File: config.mk
export PLATFORM = sky130hd
export DESIGN_NAME = b_format_decoder_pipe
export DESIGN_NICKNAME = d
export VERILOG_FILES = /design/src/rtl/b_decode_pkg.sv /design/src/rtl/decode_fifo.sv /design/src/rtl/b_format_decoder_pipe.sv
export SDC_FILE = /design/constraint.sdc
export NUM_CORES = 2
export LEC_CHECK = 0
export ABC_AREA = 1
export CAP_MARGIN = 20
export CORE_MARGIN = 10
export CORE_UTILIZATION = 35
export DETAILED_ROUTE_END_ITERATION = 8
export PLACE_DENSITY = 0.64
export SYNTH_ARGS = -nofsm -noshare
export SYNTH_HDL_FRONTEND = slang
export SYNTH_HIERARCHICAL = 1
export SYNTH_SLANG_ARGS = --single-unit
File: constraint.sdc
create_clock -name clock_i -period 5.8 [get_ports clock_i]
set_clock_uncertainty 0.15 [all_clocks]
set_input_delay 0.87 -clock clock_i [delete_from_list [all_inputs] [get_ports clock_i]]
set_output_delay 0.87 -clock clock_i [all_outputs]
set_load 0.02 [all_outputs]
File: src/rtl/b_decode_pkg.sv
// rtl/b_decode_pkg.sv - shared constants, types and helpers for the B-form decoder
package b_decode_pkg;

  localparam int ADDR_W = 64;
  localparam int PID_W  = 20;
  localparam int TID_W  = 16;
  localparam int MAJ_W  = 64;
  localparam int OPC_W  = 12;
  localparam int FU_W   = 3;

  localparam logic [OPC_W-1:0] OPC_BC   = 12'h040;
  localparam logic [OPC_W-1:0] OPC_BCL  = 12'h041;
  localparam logic [OPC_W-1:0] OPC_BCA  = 12'h042;
  localparam logic [OPC_W-1:0] OPC_BCLA = 12'h043;

  localparam logic [FU_W-1:0] FX_UNIT_ID     = 3'd0;
  localparam logic [FU_W-1:0] FP_UNIT_ID     = 3'd1;
  localparam logic [FU_W-1:0] VX_UNIT_ID     = 3'd2;
  localparam logic [FU_W-1:0] CR_UNIT_ID     = 3'd3;
  localparam logic [FU_W-1:0] LS_UNIT_ID     = 3'd4;
  localparam logic [FU_W-1:0] BRANCH_UNIT_ID = 3'd6;

  localparam int I_FORMAT_BIT  = 0;
  localparam int B_FORMAT_BIT  = 1;
  localparam int SC_FORMAT_BIT = 2;

  localparam logic [5:0] BC_PRIMARY_OPCODE = 6'd16;

  typedef struct packed {
    logic [OPC_W-1:0]  opcode;
    logic [FU_W-1:0]   fu;
    logic              aa;
    logic              lk;
    logic [4:0]        bo;
    logic [4:0]        bi;
    logic              ctr_dec;
    logic              is64;
    logic [ADDR_W-1:0] addr;
    logic [ADDR_W-1:0] target;
    logic [MAJ_W-1:0]  majid;
    logic [PID_W-1:0]  pid;
    logic [TID_W-1:0]  tid;
  } b_entry_t;

  function automatic logic [OPC_W-1:0] bc_opcode(input logic aa, input logic lk);
    return OPC_BC | {{(OPC_W-2){1'b0}}, aa, lk};
  endfunction

endpackage

File: src/rtl/decode_fifo.sv
// rtl/decode_fifo.sv - parametrised synchronous FIFO with occupancy count
module decode_fifo #(
  parameter int DEPTH = 4,
  parameter int WIDTH = 8
) (
  input  logic                       clock_i,
  input  logic                       reset_i,
  input  logic                       push_i,
  input  logic [WIDTH-1:0]           wdata_i,
  input  logic                       pop_i,
  output logic [WIDTH-1:0]           rdata_o,
  output logic                       full_o,
  output logic                       empty_o,
  output logic [$clog2(DEPTH+1)-1:0] count_o
);
  localparam int PW = $clog2(DEPTH);
  localparam int CW = $clog2(DEPTH+1);

  logic [WIDTH-1:0] r_mem [DEPTH];
  logic [PW-1:0]    r_wr_ptr;
  logic [PW-1:0]    r_rd_ptr;
  logic [CW-1:0]    r_count;
  logic             w_push;
  logic             w_pop;

  assign full_o  = (r_count == CW'(DEPTH));
  assign empty_o = (r_count == '0);
  assign count_o = r_count;
  assign rdata_o = r_mem[r_rd_ptr];
  assign w_push  = push_i & ~full_o;
  assign w_pop   = pop_i & ~empty_o;

  // Storage is cleared on reset so the payload outputs read zero afterwards.
  always_ff @(posedge clock_i or negedge reset_i) begin
    if (!reset_i) begin
      for (int i = 0; i < DEPTH; i++) r_mem[i] <= '0;
      r_wr_ptr <= '0;
      r_rd_ptr <= '0;
      r_count  <= '0;
    end else begin
      if (w_push) begin
        r_mem[r_wr_ptr] <= wdata_i;
        r_wr_ptr        <= r_wr_ptr + PW'(1);
      end
      if (w_pop) r_rd_ptr <= r_rd_ptr + PW'(1);
      case ({w_push, w_pop})
        2'b10:   r_count <= r_count + CW'(1);
        2'b01:   r_count <= r_count - CW'(1);
        default: r_count <= r_count;
      endcase
    end
  end

endmodule

File: src/rtl/b_format_decoder_pipe.sv
// rtl/b_format_decoder_pipe.sv - B-form conditional branch decoder with output FIFO
module b_format_decoder_pipe
  import b_decode_pkg::*;
#(
  parameter int addressWidth            = 64,
  parameter int instructionWidth        = 32,
  parameter int PidSize                 = 20,
  parameter int TidSize                 = 16,
  parameter int instructionCounterWidth = 64,
  parameter int instMinIdWidth          = 7,
  parameter int opcodeSize              = 12,
  parameter int funcUnitCodeSize        = 3,
  parameter int DEPTH                   = 4,
  parameter int BFormatBit              = B_FORMAT_BIT
) (
  input  logic                               clock_i,
  input  logic                               reset_i,
  input  logic                               enable_i,
  output logic                               ready_o,
  input  logic [25:0]                        instFormat_i,
  input  logic [instructionWidth-1:0]        instruction_i,
  input  logic [addressWidth-1:0]            instructionAddress_i,
  input  logic                               is64Bit_i,
  input  logic [PidSize-1:0]                 instructionPid_i,
  input  logic [TidSize-1:0]                 instructionTid_i,
  input  logic [instructionCounterWidth-1:0] instructionMajId_i,
  input  logic                               stall_i,
  output logic                               enable_o,
  output logic [opcodeSize-1:0]              opcode_o,
  output logic [funcUnitCodeSize-1:0]        functionalUnitType_o,
  output logic [addressWidth-1:0]            instructionAddress_o,
  output logic [instructionCounterWidth-1:0] instMajId_o,
  output logic [instMinIdWidth-1:0]          instMinId_o,
  output logic                               is64Bit_o,
  output logic [PidSize-1:0]                 instPid_o,
  output logic [TidSize-1:0]                 instTid_o,
  output logic [4:0]                         BO_o,
  output logic [4:0]                         BI_o,
  output logic [addressWidth-1:0]            target_o,
  output logic                               AA_o,
  output logic                               LK_o,
  output logic                               ctrDecrement_o,
  output logic                               illegal_o,
  output logic [$clog2(DEPTH+1)-1:0]         count_o
);
  logic                    w_is_b;
  logic                    w_opc_ok;
  logic                    w_accept;
  logic                    w_push;
  logic                    w_illegal;
  logic                    w_full;
  logic                    w_empty;
  logic                    w_unused;
  logic [addressWidth-1:0] w_ext;
  logic [addressWidth-1:0] w_sum;
  logic [addressWidth-1:0] w_target;
  b_entry_t                w_entry;
  b_entry_t                w_head;
  logic                    r_illegal;

  // Instruction bit k in big-endian numbering is instruction_i[31-k].
  assign w_is_b    = instFormat_i[BFormatBit];
  assign w_opc_ok  = (instruction_i[31:26] == BC_PRIMARY_OPCODE);
  assign w_accept  = enable_i & ready_o & w_is_b;
  assign w_push    = w_accept & w_opc_ok;
  assign w_illegal = w_accept & ~w_opc_ok;
  assign w_unused  = ^instFormat_i;

  assign w_ext = {{(addressWidth-16){instruction_i[15]}}, instruction_i[15:2], 2'b00};
  assign w_sum = instruction_i[1] ? w_ext : instructionAddress_i + w_ext;

  always_comb begin
    w_target = w_sum;
    if (!is64Bit_i) w_target[addressWidth-1:32] = '0;
  end

  always_comb begin
    w_entry         = '0;
    w_entry.opcode  = bc_opcode(instruction_i[1], instruction_i[0]);
    w_entry.fu      = BRANCH_UNIT_ID;
    w_entry.aa      = instruction_i[1];
    w_entry.lk      = instruction_i[0];
    w_entry.bo      = instruction_i[25:21];
    w_entry.bi      = instruction_i[20:16];
    w_entry.ctr_dec = ~instruction_i[23];
    w_entry.is64    = is64Bit_i;
    w_entry.addr    = instructionAddress_i;
    w_entry.target  = w_target;
    w_entry.majid   = instructionMajId_i;
    w_entry.pid     = instructionPid_i;
    w_entry.tid     = instructionTid_i;
  end

  decode_fifo #(.DEPTH(DEPTH), .WIDTH($bits(b_entry_t))) u_fifo (
    .clock_i (clock_i),
    .reset_i (reset_i),
    .push_i  (w_push),
    .wdata_i (w_entry),
    .pop_i   (enable_o & ~stall_i),
    .rdata_o (w_head),
    .full_o  (w_full),
    .empty_o (w_empty),
    .count_o (count_o)
  );

  always_ff @(posedge clock_i or negedge reset_i) begin
    if (!reset_i) r_illegal <= 1'b0;
    else          r_illegal <= w_illegal;
  end

  assign ready_o              = ~w_full;
  assign enable_o             = ~w_empty;
  assign illegal_o            = r_illegal;
  assign opcode_o             = w_head.opcode;
  assign functionalUnitType_o = w_head.fu;
  assign instructionAddress_o = w_head.addr;
  assign instMajId_o          = w_head.majid;
  assign instMinId_o          = '0;
  assign is64Bit_o            = w_head.is64;
  assign instPid_o            = w_head.pid;
  assign instTid_o            = w_head.tid;
  assign BO_o                 = w_head.bo;
  assign BI_o                 = w_head.bi;
  assign target_o             = w_head.target;
  assign AA_o                 = w_head.aa;
  assign LK_o                 = w_head.lk;
  assign ctrDecrement_o       = w_head.ctr_dec;

endmodule

Yosys cells after proc, flatten, opt, wreduce, memory -nomap -nowiden

Cells that the tools add are included.
W data, S select, Z words.

Bits of input ports: 227
Output and inout bits: 270
Register bits after elaboration: 1036
Logic and storage cells: 46

Equal/unequal tests: 4
Add/subtract/negate cells: 5
Magnitude comparators: 3
Mux-type cells: 9
Reduce and logical (&&, ||, !) cells: 3
Bitwise gates (word level): 14

Operator list:

| kind                  | number |
|---|---|
| $bwmux W1028          | 1 |
| $mux W257             | 3 |
| $bmux W257 S2         | 1 |
| $demux W257 S2        | 1 |
| $add A64 B64 Y64      | 1 |
| $mux W64              | 1 |
| $mux W32              | 1 |
| $and A1 B1 Y1         | 7 |
| $eq A6 B5 Y1 const B  | 1 |
| $ge A3 B3 Y1 const B  | 2 |
| $not A2 Y3            | 2 |
| $pmux W3 S2           | 1 |
| $not A1 Y1            | 5 |
| $add A2 B1 Y2 const B | 2 |
| $add A3 B1 Y3 const B | 1 |
| $eq A3 B3 Y1 const B  | 1 |
| $logic_not A3 Y1      | 1 |
| $lt A3 B1 Y1 const B  | 1 |
| $sub A3 B1 Y3 const B | 1 |
| $eq A2 B1 Y1 const B  | 1 |
| $eq A2 B2 Y1 const B  | 1 |
| $reduce_bool A2 Y1    | 1 |
| $logic_and A1 B1 Y1   | 1 |

Longest topological paths before layout

Word-level depth: 8
Depth in mapped cells: 21

By module

The synthesis kept the hierarchy.

Modules (own cells, without submodules):

| module                | cells an instance | area an instance (µm²) | instances |
|---|---|---|---|
| decode_fifo           | 6342              | 50174.4                | 1 |
| b_format_decoder_pipe | 1354              | 6297.3                 | 1 |

Worst setup path after synthesis

OpenSTA, ideal clock, no wires.

Path type: register -> register
From: reg u_fifo.r_count[1] (netlist: u_fifo/count_o[1])
To: reg u_fifo.r_count[2] (netlist: u_fifo/count_o[2])
Library setup time: 0.118 ns
Cell stages (with the launch flop): 21
Data arrival time: 2.875 ns
Setup slack: 2.657 ns
Cells stage by stage: dfrtp_1 nor2_2 nand2_4 buf_6 buf_6 buf_4 inv_1 inv_1 nand3_1 nor2_1 buf_4 buf_2 buf_2 nand2_1 ha_1 inv_1 fa_1 nand2_1 nand3_1 nand2_1 nand2_1

Word-level cells in the longest chain between the ends: 8
Elaborated cells between the ends (all ways): 16
Classes of those cells: 2 x add/sub; 3 x eq/ne; 1 x mux; 8 x bitwise; 2 x reduce/logical

RTL lines:

| item                                                     | RTL line                     | RTL |
|---|---|---|
| from (decl)                                              | decode_fifo.sv:22            | `logic [CW-1:0] r_count;` |
| from (signal assigned)                                   | decode_fifo.sv:47            | `2'b10: r_count <= r_count + CW'(1);` |
| from (signal assigned)                                   | decode_fifo.sv:48            | `2'b01: r_count <= r_count - CW'(1);` |
| from (signal assigned)                                   | decode_fifo.sv:49            | `default: r_count <= r_count;` |
| $eq A3 B3 Y1 *                                           | decode_fifo.sv:26            | `assign full_o = (r_count == CW'(DEPTH));` |
| named net w_full                                         | b_format_decoder_pipe.sv:51  | `logic w_full;` |
| $not A1 Y1 *                                             | b_format_decoder_pipe.sv:111 | `assign ready_o = ~w_full;` |
| named net ready_o                                        | b_format_decoder_pipe.sv:19  | `output logic ready_o,` |
| $and A1 B1 Y1 * (2 in a row)                             | b_format_decoder_pipe.sv:64  | `assign w_accept = enable_i & ready_o & w_is_b;` |
| $and A1 B1 Y1 *                                          | b_format_decoder_pipe.sv:65  | `assign w_push = w_accept & w_opc_ok;` |
| named net w_push                                         | b_format_decoder_pipe.sv:49  | `logic w_push;` |
| $and A1 B1 Y1 *                                          | decode_fifo.sv:30            | `assign w_push = push_i & ~full_o;` |
| $eq A2 B1 Y1 / $eq A2 B2 Y1 (equally long branches)      | decode_fifo.sv:46            | `case ({w_push, w_pop})` |
| $pmux W3 S2 / $reduce_bool A2 Y1 (equally long branches) | n/a                          |  |

Mark *: on every way through the listed nets, which the timed path passes. The rest lies on a longest branch.
A chain may end at the register's enable or synchronous reset.

Worst setup path in the final report

From: reg u_fifo.r_rd_ptr[0]
To: out target_o[13]

Word-level cells in the longest chain between the ends: 4

RTL lines:

| item                                         | RTL line                    | RTL |
|---|---|---|
| from (decl)                                  | decode_fifo.sv:21           | `logic [PW-1:0] r_rd_ptr;` |
| from (signal assigned)                       | decode_fifo.sv:45           | `if (w_pop) r_rd_ptr <= r_rd_ptr + PW'(1);` |
| $not A2 Y3 (implied by the code)             | decode_fifo.sv:29           | `assign rdata_o = r_mem[r_rd_ptr];` |
| $bmux W257 S2                                | decode_fifo.sv:29           |  |
| $mux W257 (implied by the code) (2 in a row) | decode_fifo.sv:29           |  |
| to (decl)                                    | b_format_decoder_pipe.sv:39 | `output logic [addressWidth-1:0] target_o,` |

Every way passes these cells. The select of a mux whose other input is x is not followed.

==> results_dict.tcl <==
set metrics [dict create \
    status "completed" \
    wire_per_inst_um 20.1 \
    crit_path_end_kind "primary output" \
    leakagePower_nw 33.9 \
    drive_gt1_frac 0.0445 \
    p_comb_frac 0.434 \
    htree_levels 3 \
    cts_tree "done" \
    cap_violations 0 \
    finalSetupViolations 0 \
    numClockSinks 1036 \
    cp_data_arrival_time_ps 3930 \
    yosys.area.top_type_share 0.459 \
    grt_overflow 0 \
    port_buffers 464 \
    initial_core_util 0.352 \
    first_iter_violations 6137 \
    grt_pass1_wl_mm 312 \
    vias_per_cell 5.38 \
    slew_viol_final 0 \
    cts-hold-fix-buffers 0 \
    fp-row-count 147 \
    clock-root-buffer "clkbuf_16" \
    cts_setup_buffers 0 \
    max_stage_delay_ps 820 \
    clock.fmax_mhz 202 \
    synth_edf_count 0 \
    ys_warn_count 6 \
    synth.distinct_cells 40 \
    period_minus_slack_ps 4950 \
    synth_area_um2 56500 \
    critical_path_buf_inv_count 2 \
    gp_congestion 0.941 \
    synthCells 7696 \
    firstDrtPassIters 5 \
    required_ps 4780 \
    placed_cells 9818 \
    num_vias 54051 \
    p_sw_frac 0.413 \
    insertion_delay_ps 760 \
    critPathKind "reg2out" \
    slew_headroom 0.187 \
    path_cells "buf_4, nor2_1, o21ai_0, clkdlybuf4s50_1" \
    track_usage 0.217 \
    holdCritPathClass "in2async" \
    route.detailed.drc 0 \
    cp_max_fo 79 \
    first_global_vias 51125 \
    cts_made_buffers 118 \
    hold_viol_final 0 \
    intPower_mw 15.9 \
    chipHeight_um 422 \
    cpMaxStageDelayCell "buf_4" \
    synth_top_cells_by_count "2,653 x nand2_1, 1,036 x dfrtp_1, 1,036 x nand4_1" \
    worst_setup_path_start_kind "flip-flop" \
    dieArea_um2 178000 \
    grt_max_degree 229 \
    fin_cells 10049 \
    seq_power_share 0.281 \
    synth-seq-cells 1036 \
    fin_crit_sh 0.853 \
    final_nets 8074 \
    rsz0062_at_grt "no" \
    core_area_um2 160000 \
    switching_power_mw 11.2 \
    ys_top_cells_by_area "dfrtp_1 46%, nand2_1 18%, nand4_1 11%, o21ai_0 6.6%, nor2_1 5.8%" \
    peakVddDrop_uv 728 \
    path_clk_slew_ps 60 \
    dp_hpwl_mm 120 \
    whs_ps 84.9 \
    yosysMostFrequentCell "nand2_1" \
    wl_mm 202 \
    clkPwrFrac 0.285 \
    tightest_slew_ps 1220 \
    finalSetupTns_ps 0 \
    die_x_um 422 \
    cp_top_family "buffers and inverters" \
    antenna_found_initial 26 \
    synthFlopType "dfrtp_1" \
    ctsResizeCount 0 \
    area_delta_synth_final_pct 17.1 \
    p_per_area_nw_per_um2 409 \
    synth_seq_area_share 0.459 \
    io_pins 497 \
    cts_buffer_depth 3 \
    yosys.area.top_type "dfrtp_1" \
    synth.avg_cell_area_um2 7.34 \
    ys_async_sr_fraction 1.00 \
    ant_nets 0 \
]
## state kept, by name, summed over array words and instances (netlist names)
name,cells
u_fifo/r_mem,1028
u_fifo/count_o,3
u_fifo/r_rd_ptr,2
u_fifo/r_wr_ptr,2
illegal_o,1
## cell type report
| cell class | count | area, µm² |
|---|---|---|
| Antenna cell | 19 | 47.5 |
| Clock buffer | 177 | 3410 |
| Clock inverter | 34 | 586 |
| Fill cell | 16549 | 94200 |
| Inverter | 332 | 1260 |
| Multi-Input combinational cell | 5738 | 26400 |
| Sequential cell | 1036 | 25900 |
| Tap cell | 2160 | 2700 |
| Timing Repair Buffer | 553 | 5750 |
## kinds of logic after synthesis
| logic type | Yosys count | share of synthesized area |
|---|---|---|
| compound gates | 869 | 0.0775 |
| xor+xnor | 22 | 0.00341 |
| fa+ha+maj | 68 | 0.0153 |
| buf+inv | 979 | 0.0781 |
| flops | 1036 | 0.459 |
| other cells | 2 | 0.000133 |
| simple gates | 4720 | 0.366 |
## routing by layer
metal | GRT usage | wire length (µm)
met1 | 0.279 | 82600
met2 | 0.361 | 98300
met3 | 0.0283 | 12500
met4 | 0.100 | 8830
met5 | 0 | 95
## worst reg2reg max path: stages (launching register included)
cell and delay [ps]:
dfrtp_1 430, nor2_2 100, nand2_8 380, inv_1 100
inv_1 90, nand3_1 130, nor2_4 460, buf_12 680
buf_4 990, nand4_1 250, nand2_1 130
## layout by cell type, fill, tap and decap left out, types with 5 or more instances in the layout
master	n
a21oi_1	57
and2_1	5
buf_12	34
buf_4	54
bufinv_16	10
clkbuf_1	35
clkbuf_16	118
clkbuf_8	24
clkdlybuf4s50_1	461
clkinv_16	5
clkinv_2	13
conb_1	59
dfrtp_1	1035
diode_2	19
ha_1	62
inv_1	320
inv_2	9
nand2_1	2653
nand2_2	12
nand3_1	80
nand4_1	1036
nor2_1	874
nor2_2	25
nor3_2	9
o21ai_0	746
o21ai_1	56
o21bai_1	6
xnor2_1	19
## final timing paths
| kind | start | endpoint | slack, ps | cells past startpoint |
|---|---|---|---|---|
| setup / recovery | u_fifo/r_rd_ptr[0] | target_o[13] | 850 | 4 |
| max in group asynchronous | reset_i | u_fifo/r_mem[147] | 4110 | 2 |
| min in group clock_i | u_fifo/r_mem[672] | u_fifo/r_mem[672] | 310 | 2 |
| setup reg to reg | u_fifo/count_o[0] | u_fifo/r_mem[395] | 1820 | 10 |
| hold / removal | reset_i | u_fifo/r_mem[809] | 80 | 1 |
| hold reg to reg | u_fifo/r_mem[672] | u_fifo/r_mem[672] | 310 | 2 |
## metrics by stage
step	power, mW	area, µm²	worst slack, ps	util
3_3_place_gp	19.5	62100	1410	0.387
2_1_floorplan	14.4	56700	2660	-
4_1_cts	27.3	66100	784	0.412
3_5_place_dp	19.5	62100	1390	0.387
5_1_grt	28.4	66100	754	0.412
6_report	27.0	66100	853	0.412
## power by group through the flow
stage               Combinational, mW  Sequential (mW)  Clock (mW)
finish                           11.7             7.60        7.69
detailed placement               11.8             7.73           0
global route                     12.6             7.62        8.15
global placement                 11.7             7.72           0
CTS                              11.8             7.60        7.86
floorplan                        6.72             7.66           0
Note: power is estimated with default switching activity, not from simulation.
